### config.mk
export PLATFORM = sky130hd
export DESIGN_NAME = wb_data_resize_seq
export DESIGN_NICKNAME = d
export VERILOG_FILES = /design/src/rtl/wb_resize_pkg.sv /design/src/rtl/wb_resize_lane_sel.sv /design/src/rtl/wb_data_resize_seq.sv
export SDC_FILE = /design/constraint.sdc
export NUM_CORES = 1
export LEC_CHECK = 0
export CAP_MARGIN = 40
export CORE_MARGIN = 5
export CORE_UTILIZATION = 25
export DETAILED_ROUTE_END_ITERATION = 10
export SETUP_SLACK_MARGIN = 0.02
export SYNTH_ARGS = -nofsm -noshare
export SYNTH_HDL_FRONTEND = slang
export SYNTH_SLANG_ARGS = --single-unit
export TNS_END_PERCENT = 10
### constraint.sdc
create_clock -name wb_clk_i -period 1.89 [get_ports wb_clk_i]
set_clock_uncertainty 0.05 [all_clocks]
set_input_delay 0.189 -clock wb_clk_i [delete_from_list [all_inputs] [get_ports wb_clk_i]]
set_output_delay 0.189 -clock wb_clk_i [all_outputs]
set_load 0.02 [all_outputs]
### src/rtl/wb_resize_pkg.sv
// Shared definitions for the sequential Wishbone data-width resizer:
// FSM state encoding, latched response codes and a constant clog2 helper.
package wb_resize_pkg;

  typedef enum logic [1:0] {
    ST_IDLE   = 2'd0,
    ST_ACCESS = 2'd1,
    ST_RESP   = 2'd2
  } state_t;

  typedef enum logic [1:0] {
    RSP_ACK = 2'd0,
    RSP_ERR = 2'd1,
    RSP_RTY = 2'd2
  } rsp_t;

  // Ceiling log2 for parameter arithmetic; clog2(1) = 0.
  function automatic int clog2(input int value);
    int r;
    r = 0;
    while ((1 << r) < value) r++;
    return r;
  endfunction

endpackage

### src/rtl/wb_resize_lane_sel.sv
// Lane-group picker: among the groups with at least one sel bit set and an
// index strictly below from_idx, returns the highest index. Issuing beats
// from the top group down walks the big-endian byte lanes from the lowest
// address upward. from_idx = RATIO searches all groups.
module wb_resize_lane_sel #(
  parameter int RATIO = 4,
  parameter int SB    = 1,
  parameter int IW    = 2
) (
  input  logic [RATIO*SB-1:0] sel,
  input  logic [IW:0]         from_idx,
  output logic [IW-1:0]       grp_idx,
  output logic                grp_valid
);

  // Ascending scan: the last match (highest eligible group) wins.
  always_comb begin
    grp_idx   = '0;
    grp_valid = 1'b0;
    for (int j = 0; j < RATIO; j++) begin
      if (((IW+1)'(j) < from_idx) && (|sel[j*SB +: SB])) begin
        grp_idx   = IW'(j);
        grp_valid = 1'b1;
      end
    end
  end

endmodule

### src/rtl/wb_data_resize_seq.sv
// Sequential Wishbone width converter, wide master (MDW) to narrow slave (SDW).
// Every access is split into one classic narrow beat per active lane group,
// lowest address first (big-endian lane order). Read data is assembled over
// the beats and the master sees a single ack/err/rty.
// Optional build macro WB_DATA_RESIZE_TIMEOUT_EN: a per-beat timeout that
// answers err after TIMEOUT silent ACCESS cycles.
//
// Handshake: the master request is taken when wbm_cyc_i & wbm_stb_i are seen
// in IDLE; a slave beat completes on the edge where wbs_cyc_o & wbs_stb_o and
// one of wbs_ack_i/err_i/rty_i are high; the master response is a one-cycle
// pulse of exactly one of wbm_ack_o/err_o/rty_o.
module wb_data_resize_seq
  import wb_resize_pkg::*;
#(
  parameter int AW      = 32,
  parameter int MDW     = 32,
  parameter int SDW     = 8,
  parameter int TIMEOUT = 255
) (
  input  logic              wb_clk_i,
  input  logic              wb_rst_i,
  input  logic [AW-1:0]     wbm_adr_i,
  input  logic [MDW-1:0]    wbm_dat_i,
  input  logic [MDW/8-1:0]  wbm_sel_i,
  input  logic              wbm_we_i,
  input  logic              wbm_cyc_i,
  input  logic              wbm_stb_i,
  input  logic [2:0]        wbm_cti_i,
  input  logic [1:0]        wbm_bte_i,
  output logic [MDW-1:0]    wbm_dat_o,
  output logic              wbm_ack_o,
  output logic              wbm_err_o,
  output logic              wbm_rty_o,
  output logic [AW-1:0]     wbs_adr_o,
  output logic [SDW-1:0]    wbs_dat_o,
  output logic [SDW/8-1:0]  wbs_sel_o,
  output logic              wbs_we_o,
  output logic              wbs_cyc_o,
  output logic              wbs_stb_o,
  output logic [2:0]        wbs_cti_o,
  output logic [1:0]        wbs_bte_o,
  input  logic [SDW-1:0]    wbs_dat_i,
  input  logic              wbs_ack_i,
  input  logic              wbs_err_i,
  input  logic              wbs_rty_i
);

  localparam int RATIO = MDW / SDW;
  localparam int SB    = SDW / 8;
  localparam int SELW  = MDW / 8;
  localparam int LOG   = clog2(SELW);
  localparam int IW    = (RATIO > 1) ? clog2(RATIO) : 1;
  localparam logic [AW-1:0] LOW_MASK = AW'((64'd1 << LOG) - 64'd1);

  state_t          state, state_d;
  rsp_t            rsp, rsp_d;
  logic [AW-1:0]   adr_q;
  logic [MDW-1:0]  dat_q;
  logic [SELW-1:0] sel_q;
  logic            we_q;
  logic [IW-1:0]   cur;
  logic [MDW-1:0]  rd_buf;

  logic [SELW-1:0] sel_src;
  logic [IW:0]     from_idx;
  logic [IW-1:0]   grp_idx;
  logic            grp_valid;
  logic            req;
  logic            beat_adv;

  // Burst type and extension are not needed: every access is served classic.
  logic unused_inputs;
  assign unused_inputs = ^{wbm_cti_i, wbm_bte_i};

  assign req = wbm_cyc_i & wbm_stb_i;

  // A beat completes cleanly (ack without err/rty while the master holds cyc).
  assign beat_adv = (state == ST_ACCESS) && wbm_cyc_i && wbs_ack_i &&
                    !wbs_err_i && !wbs_rty_i;

  // In IDLE search the incoming sel from the top; in ACCESS search below cur.
  assign sel_src  = (state == ST_IDLE) ? wbm_sel_i : sel_q;
  assign from_idx = (state == ST_IDLE) ? (IW+1)'(RATIO) : {1'b0, cur};

  wb_resize_lane_sel #(
    .RATIO (RATIO),
    .SB    (SB),
    .IW    (IW)
  ) u_lane_sel (
    .sel       (sel_src),
    .from_idx  (from_idx),
    .grp_idx   (grp_idx),
    .grp_valid (grp_valid)
  );

`ifdef WB_DATA_RESIZE_TIMEOUT_EN
  localparam int TW = (clog2(TIMEOUT + 1) > 0) ? clog2(TIMEOUT + 1) : 1;
  logic [TW-1:0] tmo_cnt;
  logic          tmo_hit;

  assign tmo_hit = (state == ST_ACCESS) && (tmo_cnt == TW'(TIMEOUT - 1));

  // Per-beat wait counter, cleared outside ACCESS and whenever a beat completes.
  always_ff @(posedge wb_clk_i) begin
    if (wb_rst_i)                              tmo_cnt <= '0;
    else if (state != ST_ACCESS || beat_adv)   tmo_cnt <= '0;
    else                                       tmo_cnt <= tmo_cnt + 1'b1;
  end
`else
  localparam int unused_timeout = TIMEOUT;
`endif

  // State register.
  always_ff @(posedge wb_clk_i) begin
    if (wb_rst_i) state <= ST_IDLE;
    else          state <= state_d;
  end

  // Next-state logic and response code selection.
  always_comb begin
    state_d = state;
    rsp_d   = rsp;
    case (state)
      ST_IDLE: begin
        if (req) begin
          if (grp_valid) begin
            state_d = ST_ACCESS;
          end else begin
            state_d = ST_RESP;
            rsp_d   = RSP_ACK;
          end
        end
      end
      ST_ACCESS: begin
        if (!wbm_cyc_i) begin
          state_d = ST_IDLE;
        end else if (wbs_err_i) begin
          state_d = ST_RESP;
          rsp_d   = RSP_ERR;
        end else if (wbs_rty_i) begin
          state_d = ST_RESP;
          rsp_d   = RSP_RTY;
        end else if (wbs_ack_i) begin
          if (!grp_valid) begin
            state_d = ST_RESP;
            rsp_d   = RSP_ACK;
          end
        end
`ifdef WB_DATA_RESIZE_TIMEOUT_EN
        else if (tmo_hit) begin
          state_d = ST_RESP;
          rsp_d   = RSP_ERR;
        end
`endif
      end
      ST_RESP: state_d = ST_IDLE;
      default: state_d = ST_IDLE;
    endcase
  end

  // Request latch, beat index and read-data assembly.
  always_ff @(posedge wb_clk_i) begin
    if (wb_rst_i) begin
      rsp    <= RSP_ACK;
      adr_q  <= '0;
      dat_q  <= '0;
      sel_q  <= '0;
      we_q   <= 1'b0;
      cur    <= '0;
      rd_buf <= '0;
    end else begin
      rsp <= rsp_d;
      if (state == ST_IDLE && req) begin
        adr_q  <= wbm_adr_i;
        dat_q  <= wbm_dat_i;
        sel_q  <= wbm_sel_i;
        we_q   <= wbm_we_i;
        cur    <= grp_idx;
        rd_buf <= '0;
      end else if (beat_adv) begin
        if (!we_q) rd_buf[cur*SDW +: SDW] <= wbs_dat_i;
        if (grp_valid) cur <= grp_idx;
      end
    end
  end

  // Outputs decoded from state; everything is zero outside its active phase.
  always_comb begin
    wbs_cyc_o = (state == ST_ACCESS);
    wbs_stb_o = (state == ST_ACCESS);
    wbs_we_o  = (state == ST_ACCESS) && we_q;
    wbs_adr_o = '0;
    wbs_dat_o = '0;
    wbs_sel_o = '0;
    wbs_cti_o = 3'b000;
    wbs_bte_o = 2'b00;
    if (state == ST_ACCESS) begin
      wbs_adr_o = (adr_q & ~LOW_MASK) | AW'((RATIO - 1 - int'(cur)) * SB);
      wbs_dat_o = dat_q[cur*SDW +: SDW];
      wbs_sel_o = sel_q[cur*SB +: SB];
    end
    wbm_ack_o = (state == ST_RESP) && (rsp == RSP_ACK);
    wbm_err_o = (state == ST_RESP) && (rsp == RSP_ERR);
    wbm_rty_o = (state == ST_RESP) && (rsp == RSP_RTY);
    wbm_dat_o = (state == ST_RESP) ? rd_buf : '0;
  end

endmodule

==> metrics.yaml, run 1 <==
outcome:
  status: "finished clean"
sta:
  worstMarginPinSlew_ns: 0.5512
  finalCritPeriodShare: 0.9942
  max_freq_ghz: 0.5322
  fin_crit_ns: 1.879
  slew_headroom: 0.6325
  slew_viol_final: 0
  finalHoldViolations: 0
  holdWs_ns: 0.02119
  setup_violations: 0
  rsz0062_at_grt: "true"
floorplan:
  die_area_um2: 22110
  coreArea_um2: 18830
  chipHeight_um: 148.7
  rows: 50
  die_x_um: 148.7
  io_pins: 173
  start_util: 0.2553
grt:
  grt_pass1_vias: 4349
  track_usage: 0.1291
  grt-ovfl-total: 0
  grt_pass1_wl_um: 22890
  grt_antenna_before_repair: 0
  grt_max_degree: 53
route:
  antenna_left: 0
  drc: 0
  wl_per_cell_um: 13.97
  dr.pass1.iters: 6
  routed_wl_um: 14550
  drtIter0Drc: 172
  vias: 4616
  via_per_inst: 4.434
clock_network:
  hold_buffers: 0
  cts_root_buffer: "clkbuf_16"
  numCtsBuffers: 9
  clkLatencyLatePin_ns: 0.35
  clk_pin_slew_worst_paths_ns: 0.07
  htree_levels: 3
  cts_tree: "done"
  clock_sinks: 105
  clockBufferDepth: 2
synthesis:
  yosysWarnings: 0
  syn_inst: 610
  async_reset_ff_frac: 0
  ys.flop_type: "dfxtp_1"
  ys_seq_elements: 105
  netlist_area_um2: 4808
  syn_area_per_cell_um2: 7.883
  synth_cell_types: 40
  synth-seq-area-share: 0.4372
  synth_edf_count: 0
critical_path:
  critPathRequiredTime_ns: 1.65
  worst_ep_arrival_time_ns: 1.64
  r2r-start: "cur[0]"
  worstPathMaxFanout: 8
  startpoint_type: "flop"
  r2r_slack_ns: 0.07
  path_class: "reg -> out"
  reg2reg_to: "rd_buf[8]"
  cp-end-kind: "primary output"
  rr_worst_depth: 8
worst_hold_path:
  hold_depth: 2
  min_to: "dat_q[7]"
  hp-class: "in -> reg"
  min_from: "wb_rst_i"
layout:
  final_cell_mix: "173 x nand2_1, 104 x dfxtp_1, 96 x a21oi_1"
  drive_gt1_frac: 0.1946
  area_growth_pct: 50.90
  fillerInstances: 1998
  layout.nets: 870
  layout_commonest_cell: "nand2_1"
  fin_util: 0.3853
  antennaDiodeCount: 0
power_and_ir_drop:
  vdd_drop_max_v: 0.0004572
  p_leak_uw: 0.002851
  power.density_nw_per_um2: 705.2
placement:
  portBuffers: 160
  hpwl_um: 10550
  globalplace.congestion: 0.7547
job:
  maxCapViolations: 0
power breakdown:
group	internal (µW)	switching, µW
Combinational	364	340
Sequential	2280	36.8
Clock	1210	877
Total	3860	1250
flip-flops by register name (all words and copies together), names as in the netlist:
register,cells
adr_q,30
cur,2
dat_q,32
rd_buf,32
rsp,2
sel_q,4
state,2
we_q,1
metrics by stage:
step           instance area (µm²)  setup TNS, ns  setup slack, ns  power (µW)  cells
2_1_floorplan                 4825              0           0.1121        2688    614
3_3_place_gp                  6908         -5.026          -0.1143        3047   1021
3_5_place_dp                  6908         -4.748          -0.1042        3051   1021
4_1_cts                       7094        -0.4872         -0.07325        5178   1039
5_1_grt                       7256        -0.3537         -0.05669        5361   1041
6_report                      7256              0          0.01100        5117   1041
worst max path at each step:
stage                     startpoint            to  slack [ns]
after global placement     wbm_cyc_i        cur[0]       -0.11
after global routing          cur[0]     wbs_sel_o       -0.06
after floorplan               cur[1]    rd_buf[10]        0.11
after detailed placement      cur[0]     wbs_sel_o       -0.10
after CTS                     cur[0]  wbs_dat_o[4]       -0.07
final                         cur[0]     wbs_sel_o        0.01
synth_stat cells (5+ instances only):
| library cell | number | area, µm² |
|---|---|---|
| nand2_1 | 173 | 649.4 |
| dfxtp_1 | 105 | 2102 |
| a21oi_1 | 102 | 510.5 |
| and2_1 | 72 | 450.4 |
| nand3_1 | 35 | 175.2 |
| clkbuf_1 | 23 | 86.33 |
| buf_2 | 15 | 75.07 |
| buf_4 | 10 | 75.07 |
| mux4_2 | 9 | 202.7 |
| nor2b_1 | 7 | 43.79 |
| nor2_1 | 6 | 22.52 |
| ha_1 | 5 | 62.56 |
| nand4_1 | 5 | 31.28 |
repair_timing:
item,CTS,global route
resized for setup,219,62
gates cloned,1,0
pin swaps,2,23
endpoints found under the setup margin,111,105
setup buffers,1,2
kinds of logic after synthesis:
kind of cell / share of synthesized area
AO/OA/AOI/OAI: 0.1244
adder cells (fa/ha/maj): 0.01301
buffers and inverters: 0.05386
flip-flops: 0.4372
multiplexers: 0.04450
other: 0.0007799
AND/OR/NAND/NOR: 0.3263
critical path, stage by stage (launching register included):
cell     delay [ns]
dfxtp_4        0.37
buf_12         0.13
mux4_2         0.51
and2_4         0.16
buf_6          0.12
cell type report:
| cell class | instances | area [µm²] | share of cell area |
|---|---|---|---|
| Multi-Input combinational cell | 455 | 2596 | 0.3578 |
| Sequential cell | 105 | 2106 | 0.2902 |
| Timing Repair Buffer | 200 | 1869 | 0.2576 |
| Tap cell | 260 | 325.3 | 0.04484 |
| Clock buffer | 10 | 239.0 | 0.03294 |
| Clock inverter | 6 | 95.09 | 0.01311 |
| Inverter | 5 | 25.02 | 0.003449 |
routing by layer:
metal	up-vias	wire (µm)	global-route usage
li1	2351	-	-
met1	2117	6226	0.1596
met2	141	6844	0.2082
met3	7	1377	0.05484
met4	0	98	0.03187
met5	-	0	0
No activity file was read; power rests on OpenSTA's default activity.
==> run 2, diff against run 1 <==
--- a/config.mk
+++ b/config.mk
@@ -6,9 +6,9 @@
 export NUM_CORES = 1
 export LEC_CHECK = 0
 export CAP_MARGIN = 40
-export CORE_MARGIN = 5
 export CORE_UTILIZATION = 25
 export DETAILED_ROUTE_END_ITERATION = 10
+export HOLD_SLACK_MARGIN = 0.12
 export SETUP_SLACK_MARGIN = 0.02
 export SYNTH_ARGS = -nofsm -noshare
 export SYNTH_HDL_FRONTEND = slang
==> run 2 against run 1 <==
  * The run now ends with negative setup slack left
  * Final cell count fell by 2.2%
  * Power is 6.3% lower
  * Setup slack lost 0.080 ns
  * Global-route usage rose by 1.2 points
  * First-iteration DRC count shrank 13%
  * Sequential power about the same
  * Critical endpoint is now wbs_dat_o[4]
  * Highest routed layer unchanged
==> metrics.yaml, run 2 (synthesis gave the netlist of run 1 again) <==
clock_network:
  clkLatencyLatePin_ns: 0.35
  cts_tree: "done"
  clockBufferDepth: 2
  clk_pin_slew_worst_paths_ns: 0.07
  cts_root_buffer: "clkbuf_16"
  htree_levels: 3
  numCtsBuffers: 9
  clock_sinks: 105
  hold_buffers: 0
floorplan:
  chipHeight_um: 140.7
  die_x_um: 140.7
  rows: 50
  start_util: 0.2562
  die_area_um2: 19790
  coreArea_um2: 18770
  io_pins: 173
power_and_ir_drop:
  p_leak_uw: 0.002799
  vdd_drop_max_v: 0.0004042
  power.density_nw_per_um2: 664.8
  finalPower_uw: 4794
sta:
  fin_crit_ns: 1.959
  slew_viol_final: 0
  rsz0062_at_grt: "true"
  tns_ns: -0.3311
  setup_violations: 7
  finalHoldViolations: 0
  finalCritPeriodShare: 1.036
  max_freq_ghz: 0.5105
  setup_slack_ns: -0.06886
layout:
  stdcell_area_um2: 7211
  area_growth_pct: 49.96
  layout.nets: 874
  layout_commonest_cell: "nand2_1"
  final_cell_mix: "173 x nand2_1, 104 x dfxtp_1, 95 x a21oi_1"
  drive_gt1_frac: 0.1977
  antennaDiodeCount: 0
  instances_no_fill: 1018
  top_regs: "dat_q x32, rd_buf x32, adr_q x30"
route:
  antenna_left: 0
  drc: 0
  dr.pass1.iters: 4
  wl_per_cell_um: 13.45
  via_per_inst: 4.449
  drtIter0Drc: 149
  vias: 4529
  routed_wl_um: 13700
grt:
  grt-ovfl-total: 0
  grt_pass1_wl_um: 22130
  grt_max_degree: 46
  grt_pass1_vias: 4345
  grt_antenna_before_repair: 0
  track_usage: 0.1408
critical_path:
  worst_ep_arrival_time_ns: 1.72
  r2r_slack_ns: 0.08
  cp-end-kind: "primary output"
  max_stage_delay_ns: 0.49
  rr_worst_depth: 8
  cp_cell_sequence: "buf_12, buf_8, mux4_2, and2_4, buf_6"
  crit_slowest_cell: "mux4_2"
  reg2reg_to: "rd_buf[8]"
  startpoint_type: "flop"
  critPathTopFamily: "multiplexers"
  path_buf_inv: 3
  worstPathMaxFanout: 6
  critPathRequiredTime_ns: 1.65
  r2r-start: "cur[0]"
  path_class: "reg -> out"
outcome:
  violations: "negative setup slack"
  status: "finished with violations"
placement:
  globalplace.congestion: 0.8040
  portBuffers: 160
  hpwl_um: 9894
  dp.cells: 996
  placed_cell_area_um2: 6870
job:
  maxCapViolations: 0
worst_hold_path:
  min_from: "wb_rst_i"
  hp-class: "in -> reg"
  min_to: "dat_q[18]"
  hold_depth: 2
## run 2: how the worst max path moves through the flow
stage | from | to | cells after the start
final | cur[0] | wbs_dat_o[4] | 5
after global routing | cur[0] | wbs_dat_o[4] | 5
after CTS | cur[0] | wbs_dat_o[7] | 5
after detailed placement | cur[0] | rd_buf[7] | 8
after global placement | cur[0] | wbs_dat_o[1] | 4
after floorplan | cur[1] | rd_buf[10] | 6
## run 2: where the power goes
group          switching, µW  leakage, µW  internal [µW]  total (µW)
Sequential              39.1     0.000854           2280        2320
Clock                    866     0.000132            894        1760
Combinational            339      0.00181            370         709
## run 2: per-stage QoR
stage / utilization / hold WS, ns / setup WS [ns]
3_3_place_gp: 0.3661 / 0.3840 / -0.1021
5_1_grt: 0.3842 / 0.1399 / -0.1246
4_1_cts: 0.3809 / 0.1243 / -0.1506
6_report: 0.3842 / 0.1393 / -0.06886
2_1_floorplan: - / 0.2750 / 0.1121
3_5_place_dp: 0.3661 / 0.3909 / -0.1172
## run 2: repair_timing
item,CTS,global route
endpoints found under the setup margin,111,102
pin swaps,3,25
setup buffers,3,4
gates resized for setup,178,77
gates cloned,0,0
## run 2: area by class of cell
type                            instances  area, µm²
Fill cell                            1987      11560
Multi-Input combinational cell        455       2603
Sequential cell                       105       2106
Timing Repair Buffer                  204       1918
Tap cell                              234      292.8
Clock buffer                            9      225.2
Clock inverter                          6      43.79
Inverter                                5      22.52
## run 2: routing by layer
| layer | share of wire | track usage | vias up | wire length (µm) |
|---|---|---|---|---|
| met2 | 0.45 | 0.2244 | 122 | 6143 |
| met4 | 0.016 | 0.04863 | 0 | 213 |
| met5 | 0 | 0 | - | 0 |
| li1 | - | - | 2359 | - |
| met1 | 0.46 | 0.1764 | 2032 | 6353 |
| met3 | 0.072 | 0.04857 | 16 | 986 |
